**src/rtl/cpu_writeback_unit.sv**
```systemverilog
// Register-file write-port driver: arbitrates memory load returns, a one-entry ALU skid
// buffer and fresh ALU results, and tracks outstanding load tags. Option macro: WB_LOAD_FORWARD_EN.
module cpu_writeback_unit #(
  parameter int LQ_DEPTH = 4
) (
  input  logic        clk,
  input  logic        reset,
  input  logic        i_ex_valid,
  input  logic        i_ex_is_load,
  input  logic [2:0]  i_ex_rw,
  input  logic [15:0] i_ex_data,
  output logic        o_ex_ready,
  input  logic        i_mem_rvalid,
  input  logic [15:0] i_mem_rdata,
  output logic [2:0]  o_rw,
  output logic [15:0] o_rw_data,
  output logic        o_rw_en,
  input  logic [2:0]  i_rx,
  input  logic [2:0]  i_ry,
  output logic        o_rx_busy,
  output logic        o_ry_busy,
  output logic        o_err
);

  localparam int PW = $clog2(LQ_DEPTH);
  localparam int CW = PW + 1;

`ifdef WB_LOAD_FORWARD_EN
  localparam bit FORWARD = 1'b1;
`else
  localparam bit FORWARD = 1'b0;
`endif

  logic [2:0]    lq_tag [LQ_DEPTH];
  logic [PW-1:0] rd_ptr;
  logic [PW-1:0] wr_ptr;
  logic [CW-1:0] count;

  logic          skid_valid;
  logic [2:0]    skid_rw;
  logic [15:0]   skid_data;

  logic [LQ_DEPTH-1:0] entry_valid;
  logic ex_hit;
  logic rx_hit;
  logic ry_hit;
  logic ex_fire;
  logic alu_fire;
  logic load_fire;
  logic mem_pop;
  logic lq_full;

  // A slot is live when its distance from the read pointer is below the count.
  always_comb begin
    entry_valid = '0;
    ex_hit      = 1'b0;
    rx_hit      = 1'b0;
    ry_hit      = 1'b0;
    for (int i = 0; i < LQ_DEPTH; i++) begin
      entry_valid[i] = CW'(PW'(PW'(i) - rd_ptr)) < count;
      if (entry_valid[i] && lq_tag[i] == i_ex_rw) ex_hit = 1'b1;
      if (entry_valid[i] && lq_tag[i] == i_rx)    rx_hit = 1'b1;
      if (entry_valid[i] && lq_tag[i] == i_ry)    ry_hit = 1'b1;
    end
  end

  // Execute handshake: a transfer happens in exactly the cycles where i_ex_valid and
  // o_ex_ready are both high; o_ex_ready never depends on i_ex_valid.
  assign lq_full    = (count == CW'(LQ_DEPTH));
  assign o_ex_ready = !skid_valid
                   && !(i_ex_is_load && lq_full)
                   && !(!i_ex_is_load && ex_hit);

  assign ex_fire   = i_ex_valid && o_ex_ready;
  assign alu_fire  = ex_fire && !i_ex_is_load;
  assign load_fire = ex_fire && i_ex_is_load;
  assign mem_pop   = i_mem_rvalid && (count != '0);

  assign o_rx_busy = rx_hit || (o_rw_en && (o_rw == i_rx) && !FORWARD);
  assign o_ry_busy = ry_hit || (o_rw_en && (o_rw == i_ry) && !FORWARD);

  always_ff @(posedge clk) begin
    if (load_fire) lq_tag[wr_ptr] <= i_ex_rw;
  end

  always_ff @(posedge clk) begin
    if (reset) begin
      rd_ptr     <= '0;
      wr_ptr     <= '0;
      count      <= '0;
      skid_valid <= 1'b0;
      skid_rw    <= '0;
      skid_data  <= '0;
      o_rw_en    <= 1'b0;
      o_rw       <= '0;
      o_rw_data  <= '0;
      o_err      <= 1'b0;
    end else begin
      if (load_fire) wr_ptr <= wr_ptr + PW'(1);
      if (mem_pop)   rd_ptr <= rd_ptr + PW'(1);
      count <= count + CW'(load_fire) - CW'(mem_pop);

      // A return with nothing outstanding is flagged and otherwise ignored.
      if (i_mem_rvalid && count == '0) o_err <= 1'b1;

      if (mem_pop) begin
        o_rw_en   <= 1'b1;
        o_rw      <= lq_tag[rd_ptr];
        o_rw_data <= i_mem_rdata;
      end else if (skid_valid) begin
        o_rw_en   <= 1'b1;
        o_rw      <= skid_rw;
        o_rw_data <= skid_data;
      end else if (alu_fire) begin
        o_rw_en   <= 1'b1;
        o_rw      <= i_ex_rw;
        o_rw_data <= i_ex_data;
      end else begin
        o_rw_en   <= 1'b0;
      end

      // Skid is never valid when an ALU result fires, since it holds o_ex_ready low.
      if (alu_fire && mem_pop) begin
        skid_valid <= 1'b1;
        skid_rw    <= i_ex_rw;
        skid_data  <= i_ex_data;
      end else if (!mem_pop) begin
        skid_valid <= 1'b0;
      end
    end
  end

endmodule

```
**config.mk**
```make
export PLATFORM = sky130hd
export DESIGN_NAME = cpu_writeback_unit
export DESIGN_NICKNAME = d
export VERILOG_FILES = /design/src/rtl/cpu_writeback_unit.sv
export SDC_FILE = /design/constraint.sdc
export NUM_CORES = 1
export LEC_CHECK = 0
export BUFFER_PORTS_ARGS = -buffer_cell sky130_fd_sc_hd__buf_4
export CAP_MARGIN = 20
export CORE_ASPECT_RATIO = 1.5
export CORE_MARGIN = 5
export CORE_UTILIZATION = 35
export CTS_CLUSTER_SIZE = 12
export DETAILED_ROUTE_END_ITERATION = 7
export GPL_TIMING_DRIVEN = 0
export PLACE_DENSITY = 0.61
export SLEW_MARGIN = 10
export SYNTH_ARGS = -nofsm -noshare
export SYNTH_HDL_FRONTEND = slang
export SYNTH_SLANG_ARGS = --single-unit
```
**constraint.sdc**
```tcl
create_clock -name clk -period 2.9 [get_ports clk]
set_input_delay 0.29 -clock clk [delete_from_list [all_inputs] [get_ports clk]]
set_output_delay 0.29 -clock clk [all_outputs]
set_load 0.01 [all_outputs]
```
==> run_summary.xml, run 1 <==
<?xml version="1.0" encoding="UTF-8"?>
<metrics>
  <group name="floorplanning">
    <metric name="pin_count" unit="">70</metric>
    <metric name="design.core.area" unit="mm²">0.01048</metric>
    <metric name="dieWidth" unit="µm">94.06</metric>
    <metric name="initial_core_util" unit="%">35.42</metric>
    <metric name="fp.dieH" unit="µm">136.1</metric>
    <metric name="fp-row-count" unit="">46</metric>
    <metric name="design.die.area" unit="mm²">0.01280</metric>
  </group>
  <group name="detailed_routing">
    <metric name="wl" unit="mm">11.25</metric>
    <metric name="detail_route.vias_per_cell" unit="">5.571</metric>
    <metric name="vias" unit="">3404</metric>
    <metric name="met1_length" unit="mm">4.181</metric>
    <metric name="uppermost_metal_layer_occupied_by_signal_nets" unit="">met4</metric>
    <metric name="detail_route.wl_per_cell" unit="µm">18.41</metric>
    <metric name="drt_iter0_markers" unit="">190</metric>
    <metric name="postRouteAntennaNets" unit="">0</metric>
    <metric name="met2_length" unit="mm">6.207</metric>
    <metric name="met3WireLength" unit="µm">544</metric>
    <metric name="remaining_drc_errors" unit="">0</metric>
    <metric name="dr.pass1.iters" unit="">4</metric>
  </group>
  <group name="final_layout">
    <metric name="fin_nets" unit="">522</metric>
    <metric name="area_growth_syn_to_layout" unit="%">25.56</metric>
    <metric name="most-common-layout-cells" unit="">68 x sky130_fd_sc_hd__buf_4, 48 x sky130_fd_sc_hd__dfxtp_1, 44 x sky130_fd_sc_hd__nand4_1</metric>
    <metric name="footprint_of_the_flip_flops_and_latches" unit="mm²">0.001364</metric>
    <metric name="antenna_fix_cells" unit="">0</metric>
    <metric name="leading_cell_type_in_the_layout_fill_and_taps_excluded" unit="">sky130_fd_sc_hd__buf_4</metric>
    <metric name="layout-drive-gt1-share" unit="%">26.34</metric>
    <metric name="multi_input_comb_area" unit="mm²">0.002068</metric>
    <metric name="filler_cell_count" unit="">1056</metric>
  </group>
  <group name="timing">
    <metric name="final-max-slew-violation-count" unit="">0</metric>
    <metric name="timing.final.setup_violations" unit="">0</metric>
    <metric name="worst_pin_slew" unit="ps">618.5</metric>
    <metric name="final.setup_skew" unit="ps">10.03</metric>
    <metric name="grt_setup_unrepaired" unit="">no</metric>
    <metric name="timing.slew.headroom" unit="%">58.77</metric>
    <metric name="minimum_period_implied_by_the_final_worst_setup_slack" unit="ps">2729</metric>
    <metric name="timing_hold_violations_final" unit="">0</metric>
    <metric name="timing.final.crit_share" unit="%">94.12</metric>
    <metric name="tns" unit="ps">0</metric>
    <metric name="max_freq" unit="GHz">0.3664</metric>
  </group>
  <group name="min_path">
    <metric name="min-delay-path-class" unit="">input port to register</metric>
  </group>
  <group name="clock_network">
    <metric name="cts.repair_timing.setup_buffer_count" unit="">0</metric>
    <metric name="htree_levels" unit="">3</metric>
    <metric name="clockBufferDepth" unit="">2</metric>
    <metric name="cts_inserted_buffers" unit="">9</metric>
    <metric name="root_buffer_cell" unit="">sky130_fd_sc_hd__clkbuf_16</metric>
    <metric name="holdBufCountCts" unit="">0</metric>
    <metric name="clk-insertion-delay-late" unit="ps">340</metric>
    <metric name="cts_tree" unit="">yes</metric>
    <metric name="numClockSinks" unit="">62</metric>
    <metric name="ctsResizeCount" unit="">2</metric>
    <metric name="cts.reportedPaths.clkPinSlew" unit="ps">50</metric>
  </group>
  <group name="synthesis">
    <metric name="yosys_most_used_dff" unit="">sky130_fd_sc_hd__dfxtp_1</metric>
    <metric name="synth-edff-count" unit="">12</metric>
    <metric name="post_synth.cell_area_avg" unit="µm²">9.464</metric>
    <metric name="synth.net_count" unit="">449</metric>
    <metric name="netlist_area" unit="mm²">0.003710</metric>
    <metric name="ys_async_sr_fraction" unit="%">0</metric>
    <metric name="synth-seq-cells" unit="">62</metric>
    <metric name="synth_warnings" unit="">0</metric>
    <metric name="netlist-cell-type-count" unit="">47</metric>
    <metric name="syn-instance-count" unit="">392</metric>
    <metric name="portion_of_the_post_synthesis_area_used_by_sequential_elements" unit="%">36.69</metric>
  </group>
  <group name="critical_path">
    <metric name="crit_top_cell" unit="">sky130_fd_sc_hd__buf_4</metric>
    <metric name="cpLargestDelayFamily" unit="">compound AO/OA/AOI/OAI gates</metric>
    <metric name="cp.buffers_inverters" unit="">3</metric>
    <metric name="crit_chain" unit="">inv_2, ha_1, a21oi_1, o21bai_2, nand4_2, o21ai_2, buf_4, or3_1, a21oi_2, buf_4</metric>
    <metric name="setup.worst_path.class" unit="">register to primary output</metric>
    <metric name="timing.critical_path.slowest_stage_cell" unit="">sky130_fd_sc_hd__dfxtp_2</metric>
    <metric name="data_arrival_at_the_endpoint_of_the_critical_path" unit="ps">2440</metric>
    <metric name="timing.critical_path.from_type" unit="">register</metric>
    <metric name="crit_path_end_kind" unit="">primary output</metric>
    <metric name="critical_path.max_stage_delay" unit="ps">380</metric>
    <metric name="path_max_fanout" unit="">10</metric>
    <metric name="timing.critical_path.required" unit="ps">2610</metric>
  </group>
  <group name="power_and_ir_drop">
    <metric name="p_switching" unit="mW">1.508</metric>
    <metric name="total_power" unit="mW">4.030</metric>
    <metric name="fraction_of_power_spent_switching_nets" unit="%">37.42</metric>
    <metric name="p_leak" unit="nW">1.673</metric>
    <metric name="pwr-share-clk" unit="%">27.1</metric>
    <metric name="p_seq_share" unit="%">29.9</metric>
    <metric name="cell_internal_pwr" unit="mW">2.522</metric>
    <metric name="worst_ir_drop_vdd" unit="mV">0.4060</metric>
    <metric name="power_frac_comb" unit="%">43.0</metric>
    <metric name="cellPowerDensity" unit="mW/mm²">865.2</metric>
  </group>
  <group name="global_route">
    <metric name="grt_first_pass_wirelength" unit="mm">17.80</metric>
    <metric name="first_global_vias" unit="">3500</metric>
    <metric name="grt_start_max_net_pins" unit="">11</metric>
    <metric name="antenna_found_initial" unit="">0</metric>
    <metric name="overflow" unit="">0</metric>
    <metric name="total_routing_resource_utilization_after_global_routing" unit="%">17.93</metric>
  </group>
  <group name="place">
    <metric name="routability_congestion" unit="">0.8152</metric>
    <metric name="detailedPlacementHpwl" unit="mm">8.364</metric>
    <metric name="port_buffers" unit="">62</metric>
  </group>
  <group name="run_status">
    <metric name="outcome" unit="">finished clean</metric>
  </group>
  <group name="run">
    <metric name="max-cap-violations" unit="">0</metric>
  </group>
</metrics>
[power groups by stage]
stage                     logic (mW)  registers, mW  clock network (mW)
after global placement          1.70           1.21                   0
final                           1.73           1.20                1.09
after floorplan                 1.15           1.23                   0
after global routing            1.89           1.23                1.13
after detailed placement        1.73           1.22                   0
after CTS                       1.74           1.20                1.10
[per-stage QoR]
stage | hold WS, ps | cells | utilization [%] | worst slack, ps | cell area, µm²
final | 175.5 | 611 | 44.47 | 170.6 | 4658
after global routing | 172.0 | 611 | 44.47 | 16.55 | 4658
after global placement | 455.5 | 598 | 41.58 | 324.3 | 4355
after CTS | 167.9 | 611 | 44.45 | 45.78 | 4656
after detailed placement | 460.1 | 598 | 41.58 | 267.1 | 4355
after floorplan | 388.9 | 392 | - | 600.5 | 3710
[path summary, 6_finish.rpt]
kind | startpoint | endpoint | slack (ps) | cells past startpoint
max | count[1] | o_ex_ready | 170 | 10
min | i_ex_rw[2] | lq_tag[0][2] | 180 | 1
max reg2reg | count[2] | count[2] | 290 | 12
min reg2reg | skid_data[1] | skid_data[1] | 470 | 2
[layout make-up]
type                    count  share of cell area (%)
plain buffers              44                   5.291
clock inverters             1                  0.6446
clock buffers              12                   5.721
inverters                  10                  0.8058
multi-input cells         276                   44.40
well taps                 144                   3.868
repair buffers             62                   9.992
flip-flops and latches     62                   29.28
[cells by family (layout without fill, tap and decap cells)]
family | Yosys count | count (layout) | share of synthesized area [%]
AND/OR/NAND/NOR | 100 | 100 | 16.29
buffers and inverters | 54 | 129 | 7.656
adder cells (fa/ha/maj) | 11 | 11 | 3.912
XOR/XNOR | 48 | 48 | 11.33
multiplexers | 4 | 4 | 2.091
AO/OA/AOI/OAI | 113 | 113 | 22.02
flip-flops | 62 | 62 | 36.69
[state kept, by name, summed over array words and instances, names as in the netlist, named ones only]
signal,count
skid_data,16
o_rw_data,16
o_rw,3
count,3
o_rw_en,1
skid_valid,1
lq_tag,12
wr_ptr,2
skid_rw,3
o_err,1
rd_ptr,2
[layer usage]
metal	vias to the layer above	global-route usage, %
met5	-	0
met4	0	8.032
met3	23	4.264
met2	102	33.62
met1	1646	18.47
li1	1633	-
[synth_stat cells (2+ instances only)]
library cell,n,share of area [%]
sky130_fd_sc_hd__buf_6,6,1.8
sky130_fd_sc_hd__a21oi_2,2,0.47
sky130_fd_sc_hd__o311ai_1,17,4.0
sky130_fd_sc_hd__o311ai_0,2,0.47
sky130_fd_sc_hd__nor2_1,25,2.5
sky130_fd_sc_hd__o21bai_1,3,0.61
sky130_fd_sc_hd__nor4_1,2,0.34
sky130_fd_sc_hd__or4_1,2,0.40
sky130_fd_sc_hd__nor2b_1,3,0.51
sky130_fd_sc_hd__nand3_1,2,0.27
sky130_fd_sc_hd__xnor2_1,33,7.8
sky130_fd_sc_hd__a31oi_1,4,0.67
sky130_fd_sc_hd__buf_4,6,1.2
sky130_fd_sc_hd__nand4_1,44,7.4
sky130_fd_sc_hd__nor2_4,3,0.91
sky130_fd_sc_hd__a41oi_1,2,0.47
sky130_fd_sc_hd__inv_1,9,0.91
sky130_fd_sc_hd__xor2_1,15,3.5
sky130_fd_sc_hd__nand2_1,4,0.40
sky130_fd_sc_hd__mux4_2,3,1.8
sky130_fd_sc_hd__and2_1,4,0.67
sky130_fd_sc_hd__buf_2,11,1.5
sky130_fd_sc_hd__a311oi_1,16,3.8
sky130_fd_sc_hd__clkbuf_1,21,2.1
sky130_fd_sc_hd__o31ai_1,19,3.8
sky130_fd_sc_hd__a21oi_1,43,5.8
sky130_fd_sc_hd__nand2b_4,2,0.74
sky130_fd_sc_hd__ha_1,10,3.4
sky130_fd_sc_hd__dfxtp_1,50,27
sky130_fd_sc_hd__edfxtp_1,12,9.7
[worst register-to-register path, delay by kind of cell (launching register included)]
kind / cells / cell delay [ps]
adders and majority gates: 3 / 790
DFF: 1 / 560
buffers and inverters: 4 / 470
and+or+nand+nor: 3 / 340
xor gates and xnor gates: 2 / 320
Power figures use the tool's default switching activity.
==> run 2: changes to the inputs <==
- PLACE_DENSITY: 0.61 -> not set
==> run 2 against run 1 <==
  * Total power is 0.18% higher
  * Clock skew fell by 0.99 ps
  * Combinational power barely moved
  * Register-to-register slack worse by 20 ps
  * Critical path depth unchanged
  * First-iteration DRC count up 5.3%
  * Final cell count is 0.49% higher
  * Via count fell by 0.59%
  * Clock power hardly changed
  * Critical endpoint unchanged
  * Largest power group unchanged
==> run_summary.xml, run 2 (synthesis gave the netlist of run 1 again) <==
<?xml version="1.0" encoding="UTF-8"?>
<metrics>
  <group name="run_status">
    <metric name="outcome" unit="">finished clean</metric>
  </group>
  <group name="clock_network">
    <metric name="numClockSinks" unit="">62</metric>
    <metric name="cts.reportedPaths.clkPinSlew" unit="ps">50</metric>
    <metric name="htree_levels" unit="">3</metric>
    <metric name="cts_tree" unit="">yes</metric>
    <metric name="root_buffer_cell" unit="">sky130_fd_sc_hd__clkbuf_16</metric>
    <metric name="cts.repair_timing.setup_buffer_count" unit="">0</metric>
    <metric name="cts_inserted_buffers" unit="">9</metric>
    <metric name="clockBufferDepth" unit="">2</metric>
    <metric name="clk-insertion-delay-late" unit="ps">330</metric>
  </group>
  <group name="timing">
    <metric name="grt_setup_unrepaired" unit="">no</metric>
    <metric name="final.setup_skew" unit="ps">9.039</metric>
    <metric name="max_freq" unit="GHz">0.3682</metric>
    <metric name="tns" unit="ps">0</metric>
    <metric name="timing.final.crit_share" unit="%">93.64</metric>
    <metric name="final-max-slew-violation-count" unit="">0</metric>
    <metric name="timing.slew.headroom" unit="%">59.87</metric>
    <metric name="timing.final.setup_violations" unit="">0</metric>
    <metric name="timing_hold_violations_final" unit="">0</metric>
    <metric name="minimum_period_implied_by_the_final_worst_setup_slack" unit="ps">2716</metric>
    <metric name="worst_pin_slew" unit="ps">601.9</metric>
  </group>
  <group name="place">
    <metric name="detailedPlacementHpwl" unit="mm">8.323</metric>
    <metric name="port_buffers" unit="">62</metric>
    <metric name="place_inst" unit="">598</metric>
    <metric name="routability_congestion" unit="">0.8469</metric>
  </group>
  <group name="final_layout">
    <metric name="antenna_fix_cells" unit="">0</metric>
    <metric name="multi_input_comb_area" unit="mm²">0.002068</metric>
    <metric name="layout.core_utilization" unit="%">44.59</metric>
    <metric name="footprint_of_the_flip_flops_and_latches" unit="mm²">0.001364</metric>
    <metric name="layout-drive-gt1-share" unit="%">26.60</metric>
    <metric name="most-common-layout-cells" unit="">68 x sky130_fd_sc_hd__buf_4, 48 x sky130_fd_sc_hd__dfxtp_1, 44 x sky130_fd_sc_hd__nand4_1</metric>
    <metric name="leading_cell_type_in_the_layout_fill_and_taps_excluded" unit="">sky130_fd_sc_hd__buf_4</metric>
    <metric name="area_growth_syn_to_layout" unit="%">25.90</metric>
    <metric name="layoutNonFillerInstCount" unit="">614</metric>
    <metric name="top_regs" unit="">o_rw_data: 16 flops, skid_data: 16 flops, lq_tag: 12 flops</metric>
    <metric name="fin_nets" unit="">522</metric>
    <metric name="filler_cell_count" unit="">1059</metric>
  </group>
  <group name="critical_path">
    <metric name="setup.worst_path.class" unit="">register to primary output</metric>
    <metric name="timing.critical_path.required" unit="ps">2610</metric>
    <metric name="worst-r2r-setup-slack" unit="ps">270</metric>
    <metric name="path_max_fanout" unit="">10</metric>
    <metric name="data_arrival_at_the_endpoint_of_the_critical_path" unit="ps">2430</metric>
    <metric name="crit_path_end_kind" unit="">primary output</metric>
    <metric name="critical_path.reg2reg.endpoint" unit="">count[2]</metric>
    <metric name="worst_r2r_startpoint" unit="">count[2]</metric>
    <metric name="ff2ff_path_depth" unit="">12</metric>
    <metric name="timing.critical_path.from_type" unit="">register</metric>
  </group>
  <group name="floorplanning">
    <metric name="fp-row-count" unit="">46</metric>
    <metric name="design.core.area" unit="mm²">0.01048</metric>
    <metric name="design.die.area" unit="mm²">0.01280</metric>
    <metric name="pin_count" unit="">70</metric>
    <metric name="initial_core_util" unit="%">35.42</metric>
    <metric name="dieWidth" unit="µm">94.06</metric>
    <metric name="fp.dieH" unit="µm">136.1</metric>
  </group>
  <group name="detailed_routing">
    <metric name="dr.pass1.iters" unit="">4</metric>
    <metric name="detail_route.vias_per_cell" unit="">5.511</metric>
    <metric name="remaining_drc_errors" unit="">0</metric>
    <metric name="drt_iter0_markers" unit="">200</metric>
    <metric name="detail_route.wl_per_cell" unit="µm">18.07</metric>
    <metric name="postRouteAntennaNets" unit="">0</metric>
    <metric name="wl" unit="mm">11.10</metric>
    <metric name="vias" unit="">3384</metric>
  </group>
  <group name="power_and_ir_drop">
    <metric name="cellPowerDensity" unit="mW/mm²">864.4</metric>
    <metric name="p_leak" unit="nW">1.682</metric>
    <metric name="worst_ir_drop_vdd" unit="mV">0.4538</metric>
  </group>
  <group name="min_path">
    <metric name="hold-path-cell-count" unit="">1</metric>
    <metric name="holdCritStartpoint" unit="">i_ex_rw[2]</metric>
    <metric name="hold_end" unit="">lq_tag[1][2]</metric>
    <metric name="min-delay-path-class" unit="">input port to register</metric>
  </group>
  <group name="global_route">
    <metric name="first_global_vias" unit="">3504</metric>
    <metric name="grt_first_pass_wirelength" unit="mm">17.67</metric>
    <metric name="total_routing_resource_utilization_after_global_routing" unit="%">17.89</metric>
    <metric name="grt_start_max_net_pins" unit="">12</metric>
    <metric name="antenna_found_initial" unit="">0</metric>
    <metric name="overflow" unit="">0</metric>
  </group>
  <group name="run">
    <metric name="max-cap-violations" unit="">0</metric>
  </group>
</metrics>
-- run 2: how the worst max path moves through the flow --
stage	startpoint	to
final	count[1]	o_ex_ready
after detailed placement	count[2]	count[2]
after global routing	rd_ptr[0]	o_ex_ready
after global placement	count[2]	count[2]
after CTS	count[1]	o_ex_ready
after floorplan	count[2]	count[2]
-- run 2: area by class of cell --
class	instances	area share, %
clock buffer	11	5.438
multi-input combinational	276	44.28
inverter	10	0.8036
buffer	44	5.277
timing repair buffer	62	9.965
sequential	62	29.20
clock inverter	5	1.179
tap	144	3.857
-- run 2: critical path, cell delays in order (launching register included) --
cell,delay [ps]
sky130_fd_sc_hd__dfxtp_2,380
sky130_fd_sc_hd__inv_2,90
sky130_fd_sc_hd__ha_1,290
sky130_fd_sc_hd__a21oi_1,160
sky130_fd_sc_hd__o21bai_2,120
sky130_fd_sc_hd__nand4_2,110
sky130_fd_sc_hd__o21ai_2,80
sky130_fd_sc_hd__buf_4,190
sky130_fd_sc_hd__or3_1,370
sky130_fd_sc_hd__a21oi_2,170
sky130_fd_sc_hd__buf_4,150
-- run 2: timing repair --
action	in CTS	in global routing
setup endpoints to repair	1	1
gates resized for setup	1	3
hold buffers	0	0
-- run 2: routing by layer --
metal  global-route usage [%]  wire [µm]  up-vias  share of wire, %
li1                         -          -     1638                 -
met1                    17.94       3998     1631                36
met2                    34.57       6298       96                57
met3                    4.097        530       19               4.8
met4                    7.309        269        0               2.4
met5                        0          0        -                 0
-- run 2: report_power, final --
group	switching [mW]	internal [mW]
clock	0.394	0.716
sequential	0.164	1.05
combinational	0.962	0.757
-- run 2: per-stage QoR --
step                power, mW  setup WS, ps  instance area [µm²]  hold WS [ps]
floorplan               2.376         600.5                 3710         388.9
global placement        2.912         317.5                 4355         454.5
detailed placement      2.937         275.9                 4355         462.7
CTS                     4.063         5.908                 4668         161.7
global route            4.288         8.443                 4671         157.3
finish                  4.037         184.3                 4671         173.3
==> run 3: changes to the inputs <==
- CORE_ASPECT_RATIO: 1.5 -> 0.8
==> run 3 against run 2 <==
  * Combinational power grew 3%
  * Critical endpoint unchanged
  * Final cell count decreased by 0.81%
  * Wire length up 3.6%
  * Critical path type unchanged
  * Total power grew 1.6%
  * Setup slack worse by 65 ps
==> run_summary.xml, run 3 (synthesis gave the netlist of run 1 again) <==
<?xml version="1.0" encoding="UTF-8"?>
<metrics>
  <group name="floorplanning">
    <metric name="fp.dieH" unit="µm">102.1</metric>
    <metric name="fp-row-count" unit="">33</metric>
    <metric name="dieWidth" unit="µm">125.1</metric>
    <metric name="initial_core_util" unit="%">35.94</metric>
    <metric name="design.die.area" unit="mm²">0.01277</metric>
    <metric name="design.core.area" unit="mm²">0.01032</metric>
    <metric name="pin_count" unit="">70</metric>
  </group>
  <group name="critical_path">
    <metric name="crit_path_end_kind" unit="">primary output</metric>
    <metric name="crit_chain" unit="">xnor2_1, inv_1, ha_1, a21oi_2, nor2_4, o2bb2ai_2, buf_6, or3_1, a21oi_2, buf_4</metric>
    <metric name="setup.worst_path.class" unit="">register to primary output</metric>
    <metric name="crit_top_cell" unit="">sky130_fd_sc_hd__a21oi_2</metric>
    <metric name="timing.critical_path.slowest_stage_cell" unit="">sky130_fd_sc_hd__dfxtp_1</metric>
    <metric name="timing.critical_path.from_type" unit="">register</metric>
    <metric name="path_max_fanout" unit="">10</metric>
    <metric name="critical_path.max_stage_delay" unit="ps">440</metric>
    <metric name="timing.critical_path.required" unit="ps">2610</metric>
    <metric name="data_arrival_at_the_endpoint_of_the_critical_path" unit="ps">2490</metric>
  </group>
  <group name="timing">
    <metric name="tns" unit="ps">0</metric>
    <metric name="timing_hold_violations_final" unit="">0</metric>
    <metric name="final.setup_skew" unit="ps">7.667</metric>
    <metric name="worst_pin_slew" unit="ps">620.2</metric>
    <metric name="final-max-slew-violation-count" unit="">0</metric>
    <metric name="timing.slew.headroom" unit="%">58.65</metric>
    <metric name="grt_setup_unrepaired" unit="">no</metric>
    <metric name="minimum_period_implied_by_the_final_worst_setup_slack" unit="ps">2781</metric>
    <metric name="max_freq" unit="GHz">0.3596</metric>
    <metric name="timing.final.setup_violations" unit="">0</metric>
    <metric name="final_critical_path_setup_slack" unit="ps">119.0</metric>
    <metric name="finalHoldWorstSlack" unit="ps">183.2</metric>
    <metric name="timing.final.crit_share" unit="%">95.90</metric>
  </group>
  <group name="clock_network">
    <metric name="cts_inserted_buffers" unit="">9</metric>
    <metric name="clockBufferDepth" unit="">2</metric>
    <metric name="cts_tree" unit="">yes</metric>
    <metric name="root_buffer_cell" unit="">sky130_fd_sc_hd__clkbuf_16</metric>
    <metric name="numClockSinks" unit="">62</metric>
    <metric name="ctsResizeCount" unit="">2</metric>
    <metric name="clk-insertion-delay-late" unit="ps">330</metric>
    <metric name="htree_levels" unit="">3</metric>
    <metric name="cts.reportedPaths.clkPinSlew" unit="ps">50</metric>
    <metric name="cts.repair_timing.setup_buffer_count" unit="">0</metric>
    <metric name="holdBufCountCts" unit="">0</metric>
  </group>
  <group name="detailed_routing">
    <metric name="vias" unit="">3457</metric>
    <metric name="remaining_drc_errors" unit="">0</metric>
    <metric name="wl" unit="mm">11.50</metric>
    <metric name="dr.pass1.iters" unit="">5</metric>
    <metric name="postRouteAntennaNets" unit="">0</metric>
    <metric name="detail_route.vias_per_cell" unit="">5.677</metric>
    <metric name="detail_route.wl_per_cell" unit="µm">18.88</metric>
    <metric name="drt_iter0_markers" unit="">282</metric>
  </group>
  <group name="final_layout">
    <metric name="most-common-layout-cells" unit="">68 x sky130_fd_sc_hd__buf_4, 49 x sky130_fd_sc_hd__dfxtp_1, 44 x sky130_fd_sc_hd__nand4_1</metric>
    <metric name="fin_nets" unit="">522</metric>
    <metric name="layout.core_utilization" unit="%">45.27</metric>
    <metric name="antenna_fix_cells" unit="">0</metric>
    <metric name="layout-drive-gt1-share" unit="%">26.44</metric>
    <metric name="leading_cell_type_in_the_layout_fill_and_taps_excluded" unit="">sky130_fd_sc_hd__buf_4</metric>
    <metric name="top_regs" unit="">o_rw_data: 16 flops, skid_data: 16 flops, lq_tag: 12 flops</metric>
    <metric name="layoutNonFillerInstCount" unit="">609</metric>
    <metric name="area_growth_syn_to_layout" unit="%">25.97</metric>
  </group>
  <group name="global_route">
    <metric name="grt_start_max_net_pins" unit="">11</metric>
    <metric name="total_routing_resource_utilization_after_global_routing" unit="%">17.70</metric>
    <metric name="globalRouteMet2Util" unit="%">27.05</metric>
    <metric name="grt_util_met1" unit="%">24.85</metric>
    <metric name="overflow" unit="">0</metric>
    <metric name="grt_first_pass_wirelength" unit="mm">18.00</metric>
    <metric name="global_route.peak_usage_layer" unit="">met2</metric>
    <metric name="gr-usage-met3" unit="%">4.127</metric>
    <metric name="first_global_vias" unit="">3432</metric>
    <metric name="antenna_found_initial" unit="">0</metric>
  </group>
  <group name="place">
    <metric name="place_worst_setup_slack" unit="ps">288.3</metric>
    <metric name="detailedPlacementHpwl" unit="mm">8.731</metric>
    <metric name="routability_congestion" unit="">0.8640</metric>
    <metric name="port_buffers" unit="">62</metric>
    <metric name="place_inst" unit="">594</metric>
  </group>
  <group name="power_and_ir_drop">
    <metric name="power_frac_comb" unit="%">43.1</metric>
    <metric name="fraction_of_power_spent_switching_nets" unit="%">37.60</metric>
    <metric name="p_seq_share" unit="%">29.4</metric>
    <metric name="worst_ir_drop_vdd" unit="mV">0.3383</metric>
    <metric name="cell_internal_pwr" unit="mW">2.558</metric>
    <metric name="p_switching" unit="mW">1.542</metric>
    <metric name="p_leak" unit="nW">1.686</metric>
    <metric name="pwr-share-clk" unit="%">27.4</metric>
    <metric name="cellPowerDensity" unit="mW/mm²">877.4</metric>
  </group>
  <group name="min_path">
    <metric name="min-delay-path-class" unit="">input port to register</metric>
  </group>
  <group name="run_status">
    <metric name="outcome" unit="">finished clean</metric>
  </group>
  <group name="run">
    <metric name="max-cap-violations" unit="">0</metric>
  </group>
</metrics>
run 3: cell count changes in the layout (fill, tap and decap cells not counted), sizes merged:
cell,previous run,this run
clkbuf,32,33
clkinv,3,2
inv,11,10
run 3: path summary, 6_finish.rpt:
path                start      endpoint  slack, ps  cells past startpoint
min            i_ex_rw[2]  lq_tag[3][2]        180                      1
max reg2reg      count[2]      count[2]        260                     12
min reg2reg  skid_data[7]  skid_data[7]        470                      2
max             rd_ptr[0]    o_ex_ready        120                     10
run 3: metal layers:
layer / up-vias / share of wire [%]
met5: - / 0
met4: 0 / 1.3
met3: 13 / 6.3
met2: 132 / 46
met1: 1680 / 47
li1: 1632 / -
run 3: cell type report:
cell class	count	area, µm²
well taps	140	175.2
clock inverters	3	40.04
multi-input cells	276	2068
plain buffers	44	246.5
repair buffers	62	465.4
clock buffers	12	277.8
flip-flops and latches	62	1363
fillers	992	5649
inverters	10	37.54
run 3: critical path, delay by kind of cell (launching register included):
kind / cells / cell delay, ps
XOR/XNOR: 1 / 190
AND/OR/NAND/NOR: 2 / 490
buffers and inverters: 3 / 380
flip-flops: 1 / 440
AO/OA/AOI/OAI: 3 / 380
adder cells (fa/ha/maj): 1 / 290
run 3: power groups by stage:
stage | sequential [mW] | combinational, mW | clock (mW)
6_report | 1.21 | 1.77 | 1.12
5_1_grt | 1.23 | 1.90 | 1.18
4_1_cts | 1.21 | 1.76 | 1.14
3_5_place_dp | 1.22 | 1.75 | 0
3_3_place_gp | 1.21 | 1.72 | 0
2_1_floorplan | 1.23 | 1.15 | 0
run 3: per-stage QoR:
stage	instance area, µm²	power, mW
5_1_grt	4673	4.316
2_1_floorplan	3710	2.376
4_1_cts	4673	4.109
6_report	4673	4.100
3_5_place_dp	4350	2.969
3_3_place_gp	4350	2.933
